[config.mk]
export PLATFORM = sky130hd
export DESIGN_NAME = prod_accum_sgn
export DESIGN_NICKNAME = d
export VERILOG_FILES = /design/src/rtl/mul_three_sgn_pkg.sv /design/src/rtl/sat_add_sgn.sv /design/src/rtl/prod_accum_sgn.sv
export SDC_FILE = /design/constraint.sdc
export NUM_CORES = 1
export LEC_CHECK = 0
export ABC_AREA = 0
export CAP_MARGIN = 30
export CORE_ASPECT_RATIO = 0.6
export CORE_MARGIN = 10
export CORE_UTILIZATION = 46
export CTS_BUF_LIST = sky130_fd_sc_hd__clkbuf_16
export DETAILED_ROUTE_END_ITERATION = 12
export PLACE_DENSITY = 0.86
export SYNTH_ARGS = -nofsm -noshare
export SYNTH_HDL_FRONTEND = slang
export SYNTH_SLANG_ARGS = --single-unit
export TNS_END_PERCENT = 30
[constraint.sdc]
create_clock -name clk -period 2.5 [get_ports clk]
set_input_delay 0.25 -clock clk [delete_from_list [all_inputs] [get_ports clk]]
set_output_delay 0.25 -clock clk [all_outputs]
set_load 0.005 [all_outputs]
[src/rtl/mul_three_sgn_pkg.sv]
// mul_three_sgn_pkg: shared state encoding and default widths for the product accumulator
package mul_three_sgn_pkg;
  localparam int BW_D = 8;
  localparam int ACC_W_D = BW_D + 4;
  localparam int N_D = 4;
  typedef enum logic {ACCUM, HOLD} state_t;
endpackage

[src/rtl/sat_add_sgn.sv]
// sat_add_sgn: signed a + sext(b) at ACC_W+1 bits, clamped to ACC_W; ports a, b in, y, clamp out
module sat_add_sgn #(
  parameter int BW = 8,
  parameter int ACC_W = 12
) (
  input  logic signed [ACC_W-1:0] a,
  input  logic signed [BW-1:0]    b,
  output logic signed [ACC_W-1:0] y,
  output logic                    clamp
);
  logic signed [ACC_W:0] s;
  always_comb begin
    s = {a[ACC_W-1], a} + {{(ACC_W+1-BW){b[BW-1]}}, b};
    clamp = s[ACC_W] != s[ACC_W-1];
    y = clamp ? {s[ACC_W], {(ACC_W-1){~s[ACC_W]}}} : s[ACC_W-1:0];
  end
endmodule

[src/rtl/prod_accum_sgn.sv]
// prod_accum_sgn: saturating frame accumulator; in: clk, rst, in_valid, product, in_last, out_ready; out: in_ready, out_valid, sum, cnt, ovf
module prod_accum_sgn import mul_three_sgn_pkg::*; #(
  parameter int BW = BW_D,
  parameter int ACC_W = ACC_W_D,
  parameter int N = N_D,
  localparam int CW = $clog2(N+1)
) (
  input  logic                    clk,
  input  logic                    rst,
  input  logic                    in_valid,
  output logic                    in_ready,
  input  logic signed [BW-1:0]    product,
  input  logic                    in_last,
  output logic                    out_valid,
  input  logic                    out_ready,
  output logic signed [ACC_W-1:0] sum,
  output logic [CW-1:0]           cnt,
  output logic                    ovf
);
  state_t state;
  logic live;
  logic signed [ACC_W-1:0] nxt;
  logic clamp;
  logic in_fire, out_fire, close;
  sat_add_sgn #(.BW(BW), .ACC_W(ACC_W)) u_add (.a(sum), .b(product), .y(nxt), .clamp(clamp));
  // live holds in_ready low while rst is asserted and until the first edge after release
  always_comb begin
    in_ready = live && state == ACCUM;
    in_fire = in_valid && in_ready;
    out_fire = out_valid && out_ready;
    close = in_last || cnt == CW'(N-1);
  end
  always_ff @(posedge clk or posedge rst) begin
    if (rst) begin
      state <= ACCUM;
      live <= 1'b0;
      sum <= '0;
      cnt <= '0;
      ovf <= 1'b0;
      out_valid <= 1'b0;
    end else begin
      live <= 1'b1;
      if (in_fire) begin
        sum <= nxt;
        cnt <= cnt + 1'b1;
        ovf <= ovf | clamp;
        if (close) begin
          state <= HOLD;
          out_valid <= 1'b1;
        end
      end else if (out_fire) begin
        state <= ACCUM;
        out_valid <= 1'b0;
        sum <= '0;
        cnt <= '0;
        ovf <= 1'b0;
      end
    end
  end
endmodule

==> summary by stage, run 1 <==
STA
The number of max-slew violations in the final report is 0. Clock skew on the completed layout was measured at 8.61 ps. The aggregate negative setup slack is 0 ps. The hold violation count in the final report was 0. Setup repair after global routing could not meet its margin everywhere. Once routing completed, OpenROAD measured the worst setup slack at 4.19 ps.

For the pin with the worst max-slew slack, the measured transition is 733 ps. The maximum frequency from static timing analysis is 401 MHz. Headroom to the max-slew limit came out at 0.511.

The total setup violations reported at the end of the flow is 0. After layout, the minimum clock period comes to 2500 ps. The period utilization is 0.998.

Worst setup path
Counting both buffers and inverters, the worst setup path holds a total of 1. STA puts the critical path data required time at 2640 ps. The maximum fanout along the worst path is 3. The slowest stage of the critical path is the sky130_fd_sc_hd__fa_2 cell. Data on the critical path arrives at its endpoint at 2640 ps.

The sort of element at the end of the critical path is a flop. STA classifies the critical path startpoint as a flop. Broken down by cell family, the worst path's largest delay share belongs to adder cells. The delay of the slowest critical-path stage is 440 ps. The critical path is of the reg -> reg type. The critical path goes through ha_2 > fa_2 > a211oi_4 > o21bai_2 > a21oi_4 > buf_6 > xnor2_2 > maj3_2 > a22o_1.

Cells and area
After filler insertion, the fill cell instance count of the layout stands at 199. The fraction of layout cells with a size suffix above 1 is 0.300. The area of combinational cells with multiple inputs is 992 sq um.

The layout overhead on the synthesized area is 55.0%. The final-stage net count is 246. Across the whole layout, storage elements account for 450 sq um.

The repair_antennas step left the layout with diodes totalling 0.

Global routing
The initial antenna violation count was 0. Entering global routing, the biggest net connects 19 pins. The global-route congestion overflow total is 0.

The number of global-route vias before repair came to 1593. For this run, the total global-route usage over all layers was measured as 0.153. The first global-routing pass estimated 7.49 mm of wire.

Placement
The placed wire-length estimate is 3.31 mm. The number of port buffers is 30. Timing analysis after detailed placement gives a worst setup slack of -342 ps. The congestion estimate from routability-driven global placement came to 0.913.

Die
The total die area is 5820 sq um. 31 I/O pins were placed. For this configuration, the core starts out at a cell density of 0.490. The floorplan core area is 2930 sq um. In this run the vertical extent of the chip is 63.2 um.

In this run the core area contains 15 standard-cell rows. Measured along the x axis, the die boundary spans 92.1 um.

Power
IR analysis of the VDD net gives a maximum drop of 0.000646 V. The overall power of the completed layout is 3.18 mW. In this run the static leakage power is 0.998 nW. The areal power density over the cells is 1430 nW/um^2.

Yosys
The share of the Yosys chip area taken by registers is 0.314. The number of warnings printed during yosys synthesis is 0. The number of nets produced by synthesis is 175. The complex-gate fraction of the synthesized area is 0.302. The largest total area in the synthesized netlist belongs to sky130_fd_sc_hd__dfrtp_1. Yosys attributes the largest share of cell area to sky130_fd_sc_hd__dfrtp_1, sky130_fd_sc_hd__ha_1, sky130_fd_sc_hd__o21ai_0.

The share of synthesized area spent on multiplexers is 0.0175. The number of enable-type register cells in the synthesized netlist is 0. Synthesis inferred 18 register bits. Summing every instance area after synthesis gives 1430 sq um. The share of Yosys cell area claimed by the top area cell type is 0.314.

The commonest cells after synthesis are sky130_fd_sc_hd__dfrtp_1, sky130_fd_sc_hd__o21ai_0, sky130_fd_sc_hd__ha_1, sky130_fd_sc_hd__nand2_1, sky130_fd_sc_hd__xnor2_1. The most used standard cell by instance count after synthesis is sky130_fd_sc_hd__dfrtp_1. For this run, the leading register cell type out of synthesis is sky130_fd_sc_hd__dfrtp_1. The synthesized instance count is 147. The synthesized-area fraction occupied by adder cells is 0.172. Of the total synthesized cell area, the portion taken by AND, OR, NAND and NOR gates is 0.0995.

After synthesis, the netlist uses 48 different library cells. The share of synthesized flip-flops with an asynchronous set or reset is 1.00. The xor/xnor share of the synthesized area is 0.0550. The average instance in the mapped netlist occupies 9.75 sq um. After synthesis, the largest family of logic cells by area is compound AO/OA/AOI/OAI gates.

Clocking
In this run the number of H-tree levels came out at 1. Clock latency on the worst-skew pair, taken at its later pin, is 260 ps. The total clock buffers created by CTS is 3. The clock-pin slew reported for the worst setup and hold paths after clock tree synthesis is 60 ps. Clock tree synthesis selected as its root buffer the cell sky130_fd_sc_hd__clkbuf_16.

For this design, the sink count on the clock tree is 18. TritonCTS built the clock tree. The number of buffers inserted for hold repair after clock tree synthesis is 0. The number of buffers between clock root and the deepest sink is 2.

Detailed routing
The vias after detailed routing is 1553. Once detail routing completed, the nets flagged for antenna violations numbered 0. In the routed design, unresolved DRC markers number 0.

The detailed router's first-iteration violation count is 179. The aggregate routed wire length is 4.92 mm. Dividing the detail-routed wire length by the instance count gives 19.0 um. The detailed-routing iteration count for the pre-antenna-repair pass is 4.

Dividing the detail-routed via count by the number of cells gives 6.00.

Run status
The flow ran to the end, and the final reports show no timing, DRC or antenna violations.

Worst hold path
In this run the worst hold path is classified as in -> async.

Job
The number of max-cap violations is 0.
placed cells by master (no fill, tap or decap), types with 5 or more instances in the layout:
cell type,netlist,layout
sky130_fd_sc_hd__o21ai_0,17,14
sky130_fd_sc_hd__a22o_1,6,6
sky130_fd_sc_hd__buf_4,0,39
sky130_fd_sc_hd__inv_1,5,5
sky130_fd_sc_hd__dfrtp_1,18,18
sky130_fd_sc_hd__clkdlybuf4s50_1,0,28
sky130_fd_sc_hd__xnor2_1,8,7
sky130_fd_sc_hd__a21oi_1,6,6
sky130_fd_sc_hd__ha_1,14,11
sky130_fd_sc_hd__a32oi_1,5,5
sky130_fd_sc_hd__o21ai_1,2,5
sky130_fd_sc_hd__nand2_1,11,11
layer usage:
metal	wire [um]	GRT usage	up-vias
met4	110	0.0249	0
met2	2380	0.275	86
li1	-	-	702
met3	449	0.0532	15
met5	0	0	-
met1	1970	0.172	750
state kept, by name (all words and copies together), names as in the netlist:
signal,count
ovf,1
cnt,3
sum,12
live,1
state,1
worst paths after layout:
path                            start  endpoint  slack (ps)  depth (start not counted)
max                            sum[0]    sum[8]           4                          9
min                               rst    sum[6]         430                          2
max reg2reg                    sum[0]    sum[8]           4                          9
min reg2reg                       ovf       ovf         520                          2
max in group asynchronous         rst       ovf        1600                          2
min in group clk           product[0]    sum[0]         480                          4
kinds of logic after synthesis:
kind of cell | Yosys count
buffers and inverters | 10
and+or+nand+nor | 29
other | 1
adders and majority gates | 20
DFF | 18
muxes | 2
xor gates and xnor gates | 9
AOI/OAI and AO/OA | 58
power breakdown:
group          leakage [nW]  switching [mW]  internal (mW)
sequential            0.227           0.107          0.412
clock                0.0385           0.120          0.213
combinational         0.732            1.05           1.28
total                 0.998            1.28           1.90
what timing repair did:
item	4_1_cts	5_1_grt
pin swaps	1	9
setup buffers	0	5
setup endpoints to repair	10	13
resized for setup	1	16
through the flow:
step	hold WS, ps	area (sq um)	instances	utilization
3_5_place_dp	509	2040	250	0.697
4_1_cts	461	2120	254	0.724
3_3_place_gp	476	2040	250	0.697
6_report	429	2220	259	0.759
2_1_floorplan	189	1440	147	-
5_1_grt	500	2220	259	0.759
cell type report:
class,count,area share
Clock inverter,1,0.00169
Clock buffer,3,0.0338
Timing Repair Buffer,71,0.283
Inverter,5,0.00845
Sequential cell,18,0.203
Multi-Input combinational cell,119,0.447
Tap cell,42,0.0236
Note: power is estimated with default switching activity, not from simulation.
==> inputs of run 2 (changes only) <==
--- a/config.mk
+++ b/config.mk
@@ -6,7 +6,7 @@
 export NUM_CORES = 1
 export LEC_CHECK = 0
 export ABC_AREA = 0
-export CAP_MARGIN = 30
+export CAP_MARGIN = 20
 export CORE_ASPECT_RATIO = 0.6
 export CORE_MARGIN = 10
 export CORE_UTILIZATION = 46
==> results of run 2 <==
No change in the layout: final DEF, timing and power equal those of run 1.
==> inputs of run 3 (changes only) <==
--- a/config.mk
+++ b/config.mk
@@ -5,14 +5,14 @@
 export SDC_FILE = /design/constraint.sdc
 export NUM_CORES = 1
 export LEC_CHECK = 0
-export ABC_AREA = 0
+export ABC_AREA = 1
 export CAP_MARGIN = 20
 export CORE_ASPECT_RATIO = 0.6
 export CORE_MARGIN = 10
-export CORE_UTILIZATION = 46
+export CORE_UTILIZATION = 47
 export CTS_BUF_LIST = sky130_fd_sc_hd__clkbuf_16
 export DETAILED_ROUTE_END_ITERATION = 12
-export PLACE_DENSITY = 0.86
+export PLACE_DENSITY = 0.87
 export SYNTH_ARGS = -nofsm -noshare
 export SYNTH_HDL_FRONTEND = slang
 export SYNTH_SLANG_ARGS = --single-unit
==> run 3 against run 2 <==
Sequential cell count did not move; sequential share of layout area grew 2.7 points; register-to-register slack gained 260 ps; sequential power fell by 1%; critical endpoint unchanged; critical path type is now in -> reg.
==> summary by stage, run 3 <==
Run status
The run finished with clean final reports.

Yosys
Of the total synthesized cell area, the portion taken by AND, OR, NAND and NOR gates is 0.391. The xor/xnor share of the synthesized area is 0.0397. Yosys printed 0 warnings. Of all flip-flops after synthesis, the portion carrying an async set or reset was 1.00. The synthesized instance count is 219. The cell taking the most area after synthesis is sky130_fd_sc_hd__dfrtp_1.

The number of nets produced by synthesis is 247. The share of Yosys cell area claimed by the top area cell type is 0.292. Among all flip-flop cells after synthesis, the most frequent one is sky130_fd_sc_hd__dfrtp_1. The synthesized-area fraction occupied by adder cells is 0.126. The number of library cell types mapped by synthesis is 25.

The mapped netlist covers 1540 sq um. In the post-synthesis netlist, the biggest area contributors are sky130_fd_sc_hd__dfrtp_1, sky130_fd_sc_hd__nand2_1, sky130_fd_sc_hd__ha_1. The largest family of logic cells by synthesized area is simple AND/OR/NAND/NOR gates. The synthesized flop and latch total is 18.

The complex-gate fraction of the synthesized area is 0.0583. Among all cell types in the netlist, the one instantiated most often is sky130_fd_sc_hd__nand2_1. The number of enable-type register cells in the synthesized netlist is 0. The commonest cells after synthesis are sky130_fd_sc_hd__nand2_1, sky130_fd_sc_hd__inv_1, sky130_fd_sc_hd__nand3_1, sky130_fd_sc_hd__dfrtp_1, sky130_fd_sc_hd__ha_1. The synthesized area per cell is 7.05 sq um.

Measured against the total synthesized area, the mux share comes to 0. The part of the Yosys area used for sequential elements is 0.292.

Detailed routing
The detailed-route wire length per cell is 13.7 um. The detailed router finished its first iteration with 155 violations. The average via count per standard cell is 5.20. The first detailed-routing pass took 4 iterations. In the routed design, unresolved DRC markers number 0. The vias after detailed routing is 1529.

The count of antenna-violating nets left after detailed routing is 0. Wires add up to 4.03 mm.

Clocking
Counting along the longest clock path gives a buffer depth of 2. The total clock buffers created by CTS is 3. The clock tree from TritonCTS is done. The count of cells resized by post-cts repair is 0. The number of setup buffers added after CTS is 0. The clock sink count is 18.

The clock root buffer is sky130_fd_sc_hd__clkbuf_16. After clock tree synthesis, the flow added hold-fix buffers numbering 0. The clock-pin slew reported for the worst setup and hold paths after clock tree synthesis is 50 ps. CTS built an H-tree with a depth of 1.

The later pin in the worst-skew pair is clocked with a latency of 250 ps.

Worst setup path
The maximum fanout along the worst path is 12. The origin of the critical flop-to-flop path is sum[0]. Counting stages on the worst path, the most repeated cell is sky130_fd_sc_hd__nand2_1. The worst-case register-to-register setup slack is 260 ps. Counting cells, the worst reg-to-reg path comes to 12. The arrival time at the worst endpoint is 2420 ps. The required time at the worst-slack endpoint is 2640 ps. STA classifies the critical path endpoint as a flop. On the critical path, the stage with the largest delay is an instance of sky130_fd_sc_hd__fa_1. The number of stages on the worst setup path is 13. The end of the worst register-to-register path is sum[8]. The kind of start point of the critical path is an input pin.

The critical path goes through clkdlybuf4s50_1 > ha_1 > fa_1 > nand3_1 > nand3_2 > nand3_1 > nand3_2 > nand2_1 > nand2_1 > nand2_2 > nand3_1 > nand2_1 > nand2_1. The critical path in this run is classified as in -> reg. The critical path buffer and inverter count is 1.

In this design, the stage delay of the slowest critical-path cell is 430 ps. On the critical path the largest part of the delay comes from simple AND/OR/NAND/NOR gates.

Cells and area
The final-stage net count is 281. The number of fillers in the final layout is 268. The final cell count without fillers is 294. In the final layout, the registers with the most flip-flops are sum x12, cnt x3.

From synthesis to final layout, the design area changed by 27.0%. The register with the highest flop count is sum. The library cell used most frequently in the layout, excluding fill and tap cells, is sky130_fd_sc_hd__nand2_1.

The final core utilization is 0.653. In the layout the commonest cells are sky130_fd_sc_hd__nand2_1, sky130_fd_sc_hd__clkdlybuf4s50_1, sky130_fd_sc_hd__inv_1, sky130_fd_sc_hd__nand3_1, sky130_fd_sc_hd__dfrtp_1. The register with the most flip-flops in the layout has 12 of them.

Of the cells placed in the final design, the portion with a size suffix greater than 1 is 0.115. The number of antenna diodes in the final layout is 0.

STA
The number of max-slew violations in the final report is 0. The worst relative slew slack is 0.537. The time the worst path needs with I/O delays and setup is 2280 ps. The total setup violations reported at the end of the flow is 0. At the pin with the least slew margin, the transition time is 694 ps.

The worst setup margin is 223 ps. Setup repair after global routing left no endpoint under its margin. Derived from the worst setup path, the maximum achievable clock frequency is 439 MHz. In the finished design, the share of the clock period the worst path needs comes to 0.911. The clock arrives with 4.43 ps of skew. The aggregate negative setup slack is 0 ps.

The hold violation count in the final report was 0.

Global routing
The number of global-route vias before repair was 1459. The global-route congestion overflow total is 0. The initial antenna violation count is 0.

The first-pass GRT wire length is 6.84 mm. The maximum number of pins on one net before global-route repair is 19. The global-route usage over all layers is 0.137.

Die
The initial cell density of the core is 0.514. The total number of placement rows is 15. The overall die width is 94.0 um. The number of I/O pins is 31. The floorplan step defined a die boundary enclosing 6050 sq um. The core region is 3000 sq um. From bottom edge to top edge, the die measures 64.4 um.

Power
The areal power density over the cells is 1250 nW/um^2. The leakage component of the power is 1.04 nW. The highest ir drop seen on vdd is 0.000845 V.

Placement
The last weighted congestion value of the routability-driven placer is 0.950. Buffers placed on the I/O ports in this run total 30. The worst setup slack before clock tree synthesis is 5.66 ps. The instance count after placement with tap cells included is 290. The wire-length estimate of the detail-placed layout is 3.21 mm.

Job
The number of max-cap violations is 0.

Worst hold path
The tightest min-delay check is of the in -> async type.
-- run 3: cell count changes after synthesis, moves of 3 or more --
cell                      previous run  this run
sky130_fd_sc_hd__maj3_1              4         0
sky130_fd_sc_hd__nor2b_1             3         0
sky130_fd_sc_hd__nand3_2             0         4
sky130_fd_sc_hd__a32oi_1             5         0
sky130_fd_sc_hd__a21oi_1             6         3
sky130_fd_sc_hd__nand4_1             0         4
sky130_fd_sc_hd__nor2_2              0         3
sky130_fd_sc_hd__nand2_1            11        87
sky130_fd_sc_hd__o21ai_0            17         5
sky130_fd_sc_hd__or2_2               3         0
sky130_fd_sc_hd__inv_1               5        25
sky130_fd_sc_hd__nand2_2             0         8
sky130_fd_sc_hd__nand3_1             3        19
sky130_fd_sc_hd__a22o_1              6         1
-- run 3: worst reg2reg max path: stages (launching register included) --
cell and delay [ps]:
sky130_fd_sc_hd__dfrtp_1 400, sky130_fd_sc_hd__ha_1 240, sky130_fd_sc_hd__fa_1 430, sky130_fd_sc_hd__nand3_1 130
sky130_fd_sc_hd__nand3_2 130, sky130_fd_sc_hd__nand3_1 130, sky130_fd_sc_hd__nand3_2 80, sky130_fd_sc_hd__nand2_1 60
sky130_fd_sc_hd__nand2_1 80, sky130_fd_sc_hd__nand2_2 210, sky130_fd_sc_hd__nand3_1 120, sky130_fd_sc_hd__nand2_1 80
sky130_fd_sc_hd__nand2_1 50
-- run 3: worst max-delay path by stage --
stage | endpoint | slack (ps) | start
detailed placement | sum[4] | 6 | product[0]
CTS | sum[4] | 240 | product[0]
global placement | sum[3] | 130 | product[0]
global route | sum[0] | 50 | product[0]
floorplan | sum[2] | 520 | sum[0]
finish | sum[8] | 220 | product[0]
-- run 3: where the power goes --
group / switching [mW] / internal (mW)
Sequential: 0.105 / 0.409
Clock: 0.112 / 0.213
Combinational: 0.913 / 0.706
-- run 3: logic make-up after synthesis --
group / after synthesis
other cells: 1
compound gates: 14
buf+inv: 31
xor+xnor: 7
fa+ha+maj: 15
flops: 18
simple gates: 133
-- run 3: routing by layer --
metal | wire length [um] | GRT usage | share of wire
met2 | 1700 | 0.204 | 0.42
met1 | 1950 | 0.191 | 0.48
met5 | 0 | 0 | 0
met3 | 377 | 0.0478 | 0.094
met4 | 6 | 0.0113 | 0.0015
-- run 3: cell type report --
| class | count | area (sq um) | area share |
|---|---|---|---|
| Clock buffer | 3 | 75.1 | 0.0383 |
| Tap cell | 42 | 52.6 | 0.0268 |
| Timing Repair Buffer | 33 | 323 | 0.165 |
| Clock inverter | 1 | 3.75 | 0.00191 |
| Multi-Input combinational cell | 170 | 955 | 0.487 |
| Sequential cell | 18 | 450 | 0.230 |
| Inverter | 27 | 101 | 0.0517 |
-- run 3: per-stage QoR --
stage / area, sq um / total power, mW / hold slack (ps)
final: 1960 / 2.46 / 410
after global routing: 1960 / 2.67 / 497
after CTS: 1960 / 2.45 / 439
after detailed placement: 1880 / 2.10 / 484
after global placement: 1880 / 2.07 / 477
after floorplan: 1540 / 1.63 / 189
